--- src/rtl/spi_slave_rx_tx_if.sv ---
// Pin-side and fabric-side signals of the SPI responder, bundled for port hookup.
// The slave modport is the responder's view; the master modport is the driver's view.
interface spi_slave_rx_tx_if #(
  parameter int DATA_W = 8
);
  logic              sck;
  logic              cs_n;
  logic              mosi;
  logic              miso;
  logic              miso_oe;
  logic [DATA_W-1:0] tx_data;
  logic              tx_load;
  logic [DATA_W-1:0] rx_data;
  logic              rx_valid;
  logic              frame_start;
  logic              frame_end;
  logic              busy;

  modport slave (
    input  sck, cs_n, mosi, tx_data,
    output miso, miso_oe, tx_load, rx_data, rx_valid, frame_start, frame_end, busy
  );

  modport master (
    output sck, cs_n, mosi, tx_data,
    input  miso, miso_oe, tx_load, rx_data, rx_valid, frame_start, frame_end, busy
  );
endinterface

--- src/rtl/spi_slave_rx_tx.sv ---
// SPI mode-0 responder, MSB first, fully in the clk_in domain: pins are oversampled
// through synchronisers and sck/cs_n edges are detected as single-cycle strobes.
module spi_slave_rx_tx #(
  parameter int DATA_W      = 8,
  parameter int SYNC_STAGES = 2
) (
  input  logic                 clk_in,
  input  logic                 n_rst,
  spi_slave_rx_tx_if.slave     bus
);
  localparam int CNT_W = (DATA_W > 1) ? $clog2(DATA_W) : 1;

  typedef enum logic [0:0] {
    ST_IDLE   = 1'b0,
    ST_ACTIVE = 1'b1
  } state_t;

  logic [SYNC_STAGES-1:0] sck_sync_r, cs_sync_r, mosi_sync_r;
  logic                   sck_prev_r, cs_prev_r;
  logic [SYNC_STAGES:0]   fill_r;
  logic                   armed_r;
  logic                   sck_s, cs_s, mosi_s;
  logic                   sck_rise_s, sck_fall_s, cs_rise_s, cs_fall_s;

  state_t                 state_r, state_nxt_s;
  logic [DATA_W-1:0]      tx_shift_r, tx_shift_nxt_s;
  logic [DATA_W-1:0]      rx_shift_r, rx_shift_nxt_s;
  logic [DATA_W-1:0]      rx_data_r, rx_data_nxt_s;
  logic [CNT_W-1:0]       bit_cnt_r, bit_cnt_nxt_s;
  logic                   miso_r, miso_nxt_s;
  logic                   busy_r;
  logic                   rx_valid_r, rx_valid_nxt_s;
  logic                   tx_load_r, tx_load_nxt_s;
  logic                   frame_start_r, frame_start_nxt_s;
  logic                   frame_end_r, frame_end_nxt_s;

  assign sck_s      = sck_sync_r[SYNC_STAGES-1];
  assign cs_s       = cs_sync_r[SYNC_STAGES-1];
  assign mosi_s     = mosi_sync_r[SYNC_STAGES-1];
  assign sck_rise_s = sck_s & ~sck_prev_r;
  assign sck_fall_s = ~sck_s & sck_prev_r;
  assign cs_rise_s  = cs_s & ~cs_prev_r;
  assign cs_fall_s  = ~cs_s & cs_prev_r;

  // Pin synchronisers and edge-detect history. A frame may only open once cs_n has been
  // genuinely sampled high, so a cs_n held low through reset release is not taken as a fall.
  always_ff @(posedge clk_in or negedge n_rst) begin
    if (!n_rst) begin
      sck_sync_r  <= {SYNC_STAGES{1'b0}};
      cs_sync_r   <= {SYNC_STAGES{1'b1}};
      mosi_sync_r <= {SYNC_STAGES{1'b0}};
      sck_prev_r  <= 1'b0;
      cs_prev_r   <= 1'b1;
      fill_r      <= {(SYNC_STAGES+1){1'b0}};
      armed_r     <= 1'b0;
    end else begin
      sck_sync_r  <= {sck_sync_r[SYNC_STAGES-2:0], bus.sck};
      cs_sync_r   <= {cs_sync_r[SYNC_STAGES-2:0], bus.cs_n};
      mosi_sync_r <= {mosi_sync_r[SYNC_STAGES-2:0], bus.mosi};
      sck_prev_r  <= sck_s;
      cs_prev_r   <= cs_s;
      fill_r      <= {fill_r[SYNC_STAGES-1:0], 1'b1};
      armed_r     <= armed_r | (fill_r[SYNC_STAGES] & cs_s);
    end
  end

  // Frame FSM plus shift/count datapath; cs edges take priority over sck edges.
  always_comb begin
    state_nxt_s       = state_r;
    tx_shift_nxt_s    = tx_shift_r;
    rx_shift_nxt_s    = rx_shift_r;
    rx_data_nxt_s     = rx_data_r;
    bit_cnt_nxt_s     = bit_cnt_r;
    miso_nxt_s        = miso_r;
    rx_valid_nxt_s    = 1'b0;
    tx_load_nxt_s     = 1'b0;
    frame_start_nxt_s = 1'b0;
    frame_end_nxt_s   = 1'b0;
    case (state_r)
      ST_IDLE: begin
        miso_nxt_s = 1'b1;
        if (cs_fall_s && armed_r) begin
          state_nxt_s       = ST_ACTIVE;
          frame_start_nxt_s = 1'b1;
          tx_load_nxt_s     = 1'b1;
          tx_shift_nxt_s    = bus.tx_data;
          miso_nxt_s        = bus.tx_data[DATA_W-1];
          bit_cnt_nxt_s     = {CNT_W{1'b0}};
        end else begin
          state_nxt_s = ST_IDLE;
        end
      end
      ST_ACTIVE: begin
        if (cs_rise_s) begin
          state_nxt_s     = ST_IDLE;
          frame_end_nxt_s = 1'b1;
          miso_nxt_s      = 1'b1;
          bit_cnt_nxt_s   = {CNT_W{1'b0}};
        end else if (sck_rise_s) begin
          rx_shift_nxt_s = {rx_shift_r[DATA_W-2:0], mosi_s};
          if (bit_cnt_r == CNT_W'(DATA_W-1)) begin
            bit_cnt_nxt_s  = {CNT_W{1'b0}};
            rx_data_nxt_s  = {rx_shift_r[DATA_W-2:0], mosi_s};
            rx_valid_nxt_s = 1'b1;
          end else begin
            bit_cnt_nxt_s = bit_cnt_r + CNT_W'(1);
          end
        end else if (sck_fall_s) begin
          if (bit_cnt_r == {CNT_W{1'b0}}) begin
            tx_shift_nxt_s = bus.tx_data;
            tx_load_nxt_s  = 1'b1;
            miso_nxt_s     = bus.tx_data[DATA_W-1];
          end else begin
            tx_shift_nxt_s = {tx_shift_r[DATA_W-2:0], 1'b0};
            miso_nxt_s     = tx_shift_r[DATA_W-2];
          end
        end else begin
          state_nxt_s = ST_ACTIVE;
        end
      end
      default: begin
        state_nxt_s = ST_IDLE;
        miso_nxt_s  = 1'b1;
      end
    endcase
  end

  // State register and registered outputs.
  always_ff @(posedge clk_in or negedge n_rst) begin
    if (!n_rst) begin
      state_r       <= ST_IDLE;
      tx_shift_r    <= {DATA_W{1'b0}};
      rx_shift_r    <= {DATA_W{1'b0}};
      rx_data_r     <= {DATA_W{1'b0}};
      bit_cnt_r     <= {CNT_W{1'b0}};
      miso_r        <= 1'b1;
      busy_r        <= 1'b0;
      rx_valid_r    <= 1'b0;
      tx_load_r     <= 1'b0;
      frame_start_r <= 1'b0;
      frame_end_r   <= 1'b0;
    end else begin
      state_r       <= state_nxt_s;
      tx_shift_r    <= tx_shift_nxt_s;
      rx_shift_r    <= rx_shift_nxt_s;
      rx_data_r     <= rx_data_nxt_s;
      bit_cnt_r     <= bit_cnt_nxt_s;
      miso_r        <= miso_nxt_s;
      busy_r        <= (state_nxt_s == ST_ACTIVE);
      rx_valid_r    <= rx_valid_nxt_s;
      tx_load_r     <= tx_load_nxt_s;
      frame_start_r <= frame_start_nxt_s;
      frame_end_r   <= frame_end_nxt_s;
    end
  end

  assign bus.miso        = miso_r;
  assign bus.miso_oe     = busy_r;
  assign bus.busy        = busy_r;
  assign bus.rx_data     = rx_data_r;
  assign bus.rx_valid    = rx_valid_r;
  assign bus.tx_load     = tx_load_r;
  assign bus.frame_start = frame_start_r;
  assign bus.frame_end   = frame_end_r;
endmodule

--- src/flat_wrapper.sv ---
// flat-port wrapper written by rule: the top's interface ports become plain ports
module spi_slave_rx_tx_flat 
#(
  parameter int DATA_W      = 8,
  parameter int SYNC_STAGES = 2
)
  (clk_in, n_rst, bus_sck, bus_cs_n, bus_mosi, bus_tx_data, bus_miso, bus_miso_oe, bus_tx_load, bus_rx_data, bus_rx_valid, bus_frame_start, bus_frame_end, bus_busy);
  spi_slave_rx_tx_if #(.DATA_W(DATA_W)) bus_i ();
  input  logic clk_in;
  input  logic n_rst;
  input wire logic [$bits(bus_i.sck)-1:0] bus_sck;
  input wire logic [$bits(bus_i.cs_n)-1:0] bus_cs_n;
  input wire logic [$bits(bus_i.mosi)-1:0] bus_mosi;
  input wire logic [$bits(bus_i.tx_data)-1:0] bus_tx_data;
  output wire logic [$bits(bus_i.miso)-1:0] bus_miso;
  output wire logic [$bits(bus_i.miso_oe)-1:0] bus_miso_oe;
  output wire logic [$bits(bus_i.tx_load)-1:0] bus_tx_load;
  output wire logic [$bits(bus_i.rx_data)-1:0] bus_rx_data;
  output wire logic [$bits(bus_i.rx_valid)-1:0] bus_rx_valid;
  output wire logic [$bits(bus_i.frame_start)-1:0] bus_frame_start;
  output wire logic [$bits(bus_i.frame_end)-1:0] bus_frame_end;
  output wire logic [$bits(bus_i.busy)-1:0] bus_busy;
  assign bus_i.sck = bus_sck;
  assign bus_i.cs_n = bus_cs_n;
  assign bus_i.mosi = bus_mosi;
  assign bus_i.tx_data = bus_tx_data;
  assign bus_miso = bus_i.miso;
  assign bus_miso_oe = bus_i.miso_oe;
  assign bus_tx_load = bus_i.tx_load;
  assign bus_rx_data = bus_i.rx_data;
  assign bus_rx_valid = bus_i.rx_valid;
  assign bus_frame_start = bus_i.frame_start;
  assign bus_frame_end = bus_i.frame_end;
  assign bus_busy = bus_i.busy;
  spi_slave_rx_tx #(.DATA_W(DATA_W), .SYNC_STAGES(SYNC_STAGES)) u_core (.clk_in(clk_in), .n_rst(n_rst), .bus(bus_i));
endmodule
--- config.mk ---
export PLATFORM = sky130hd
export DESIGN_NAME = spi_slave_rx_tx_flat
export DESIGN_NICKNAME = d
export VERILOG_FILES = /design/src/rtl/spi_slave_rx_tx_if.sv /design/src/rtl/spi_slave_rx_tx.sv /design/src/flat_wrapper.sv
export SDC_FILE = /design/constraint.sdc
export NUM_CORES = 1
export LEC_CHECK = 0
export CORE_MARGIN = 8
export CORE_UTILIZATION = 52
export CTS_CLUSTER_SIZE = 40
export DETAILED_ROUTE_END_ITERATION = 7
export MAX_ROUTING_LAYER = met4
export PLACE_DENSITY = 0.86
export RECOVER_POWER = 50
export SETUP_SLACK_MARGIN = 0.2
export SYNTH_ARGS = -nofsm -noshare
export SYNTH_HDL_FRONTEND = slang
export SYNTH_SLANG_ARGS = --single-unit
--- constraint.sdc ---
create_clock -name clk_in -period 1.6 [get_ports clk_in]
set_input_delay 0.32 -clock clk_in [delete_from_list [all_inputs] [get_ports clk_in]]
set_output_delay 0.32 -clock clk_in [all_outputs]
set_load 0.01 [all_outputs]
==> flow_summary.yaml <==
placement:
  numPortBuffers: 27
  hpwlAfterDp_um: 2510
  place_congestion: 0.853
  dp_slack_ps: 54.0
sta:
  slew_viol_final: 0
  rsz0062_at_grt: "true"
  max_freq_mhz: 685
  fin_ws_ps: 141
  hold_viol: 0
  fin_crit_sh_pct: 91.2
  clock_skew_ps: 8.18
  finalSetupViolCount: 0
  min_period_ps: 1460
  tns_ps: 0
global_route:
  grt_max_degree: 26
  antenna_found_initial: 0
  overflow: 0
  grt_use_total_pct: 15.1
  grt_pass1_wl_um: 6130
  first_global_vias: 1329
die:
  coreArea_sq_um: 3310
  die_h_um: 74.6
  io_pins: 28
  die_area_sq_um: 5560
  start_util_pct: 53.9
  die_w_um: 74.6
  num_rows: 21
pwr:
  p_sw_mw: 0.730
  power_frac_seq_pct: 56.4
  irDropWorstVdd_uv: 839
  p_leak_nw: 1.08
  clockPowerShare_pct: 20.7
  p_int_mw: 1.72
  powerDensity_nw_per_um2: 1050
  swShare_pct: 29.8
  p_comb_share_pct: 22.8
drt:
  first_pass_iters: 4
  vias: 1294
  avgViaCountPerCell: 5.75
  routedWlPerCell_um: 17.4
  drt-initial-drc-count: 96
  drc: 0
  detail-route-antenna-nets: 0
  drt_wl_total_um: 3910
clock_network:
  clockRootBuffer: "clkbuf_4"
  worst_skew_pair.late_latency_ps: 360
  clockBufferDepth: 2
  cts_tree: "built"
  numCtsBuffers: 5
  cts_htree_levels: 2
  clk_pin_slew_ps: 120
  cts.sinks: 43
outcome:
  outcome: "finished clean"
finish:
  antennaDiodeCount: 0
  n_fill_cell: 250
  nNetsFinal: 194
  syn2layout_area_growth_pct: 31.3
  final_layout_size_suffix_gt1_share_pct: 34.6
worst_setup_path:
  crit_fanout: 6
  worstSetupPathType: "reg -> reg"
  cp-end-kind: "register"
  worst_setup_path_start_kind: "register"
  worstPathRequired_ps: 1860
  worstRegToRegCells: 3
  cp.arrival_ps: 1720
yosys:
  avgSynthCellArea_sq_um: 13.4
  ys_seq_elements: 43
  async_reset_ff_share_pct: 100
  synth_warnings: 0
  ys_seq_area_share_pct: 60.5
  ys_types: 34
  synth_area_sq_um: 1790
  synth_edf_count: 0
  synth-main-ff-cell: "dfrtp_1"
  netlist_instances: 133
  syn_nets: 149
flow_run:
  cap_violations: 0
min_path:
  worst_hold_path_type: "reg -> reg"
  hold_depth: 0
==> per-stage QoR <==
step	area, sq um	utilization (%)	hold WS (ps)	power, mW	cells
floorplan	1790	-	24.4	1.68	133
global placement	2120	64.1	282	1.84	204
detailed placement	2120	64.1	291	1.88	204
CTS	2240	67.6	351	2.40	218
global route	2340	70.8	373	2.59	225
finish	2340	70.8	358	2.45	225
==> cell families after synthesis <==
group / after synthesis / synth area share (%)
flops: 43 / 60.5
compound gates: 31 / 12.4
simple gates: 23 / 9.39
buf+inv: 16 / 5.12
mux: 16 / 10.2
fa+ha+maj: 3 / 2.10
other cells: 1 / 0.210
==> Yosys cell counts (all sizes together) (2+ instances only) <==
cell | number | area share, %
dfrtp | 39 | 55
mux2 | 15 | 9.7
buf | 9 | 3.6
o21ai | 8 | 2.2
inv | 7 | 1.5
nand3 | 7 | 2.7
a311oi | 6 | 2.9
a31oi | 6 | 2.1
dfstp | 4 | 5.9
nand4 | 4 | 2.2
nor2b | 4 | 1.4
ha | 3 | 2.1
o31ai | 3 | 1.3
nand2b | 2 | 0.70
nor2 | 2 | 0.42
==> placed cells by master, fill, tap and decap left out, types with 2 or more instances in the layout <==
| master | instances |
|---|---|
| dfrtp_1 | 39 |
| mux2_2 | 14 |
| buf_4 | 13 |
| clkdlybuf4s50_1 | 8 |
| clkdlybuf4s15_1 | 7 |
| dlygate4sd2_1 | 7 |
| inv_1 | 6 |
| nand3_1 | 6 |
| a31oi_1 | 6 |
| clkbuf_4 | 5 |
| o21ai_0 | 4 |
| a311oi_1 | 4 |
| dlygate4sd3_1 | 4 |
| nor2b_1 | 3 |
| o21ai_1 | 3 |
| nand4_1 | 3 |
| o31ai_2 | 3 |
| dfstp_2 | 3 |
| clkinvlp_4 | 2 |
| nor2_1 | 2 |
| a311oi_2 | 2 |
| ha_2 | 2 |
| clkbuf_2 | 2 |
| buf_12 | 2 |
==> sequential cells by signal, summed over array words and instances, names as in the netlist <==
name                    flops
u_core.cs_sync_r            2
u_core.tx_shift_r           7
u_core.sck_prev_r           1
u_core.bus.tx_load          1
u_core.sck_sync_r           2
u_core.bus.frame_end        1
u_core.bus.frame_start      1
u_core.mosi_sync_r          2
u_core.rx_shift_r           7
u_core.fill_r               3
u_core.bus.miso             1
u_core.bus.rx_valid         1
u_core.bus.rx_data          8
u_core.cs_prev_r            1
u_core.armed_r              1
u_core.state_r              1
u_core.bit_cnt_r            3
==> final cells by class <==
class,count,area [sq um],area share (%)
inverters,7,30.0,1.28
clock buffers,6,41.3,1.76
flip-flops and latches,43,1080,46.1
multi-input cells,76,706,30.1
clock inverters,2,12.5,0.534
repair buffers,45,415,17.7
well taps,46,57.6,2.46
==> critical path, cell delays in order, from the launching register on <==
cell and delay, ps:
dfstp_1 660, and4bb_2 310, buf_4 150, o31ai_2 240
==> final timing paths <==
path                       slack, ps                                to                           start
min                              360    u_core.sck_sync_r[1]$_DFF_PN0_  u_core.sck_sync_r[0]$_DFF_PN0_
max                              140   u_core.bit_cnt_r[1]$_DFFE_PN0P_   u_core.cs_sync_r[1]$_DFF_PN1_
min reg2reg                      360    u_core.sck_sync_r[1]$_DFF_PN0_  u_core.sck_sync_r[0]$_DFF_PN0_
max reg2reg                      140   u_core.bit_cnt_r[1]$_DFFE_PN0P_   u_core.cs_sync_r[1]$_DFF_PN1_
min in group asynchronous        420  u_core.tx_shift_r[5]$_DFFE_PN0P_                           n_rst
max in group asynchronous        620        u_core.cs_prev_r$_DFF_PN1_                           n_rst
==> power groups by stage <==
stage / registers, mW / clock network (mW) / logic (mW)
6_report: 1.38 / 0.508 / 0.560
5_1_grt: 1.40 / 0.566 / 0.617
4_1_cts: 1.37 / 0.521 / 0.507
3_5_place_dp: 1.40 / 0 / 0.485
3_3_place_gp: 1.38 / 0 / 0.458
2_1_floorplan: 1.37 / 0 / 0.314
==> per-layer routing <==
layer	GRT usage, %	part of all wire, %
met1	16.0	41
met2	25.8	51
met3	5.39	6.4
met4	4.35	1.6
met5	-	0
==> repair_timing <==
item | CTS | global route
pin swaps | 2 | 4
gates resized for setup | 21 | 23
hold buffers | 1 | 0
setup endpoints to repair | 38 | 24
hold endpoints to repair | 17 | 0
gates cloned | 1 | 1
buffers inserted | 4 | 6
(Power assumes the default switching activity.)
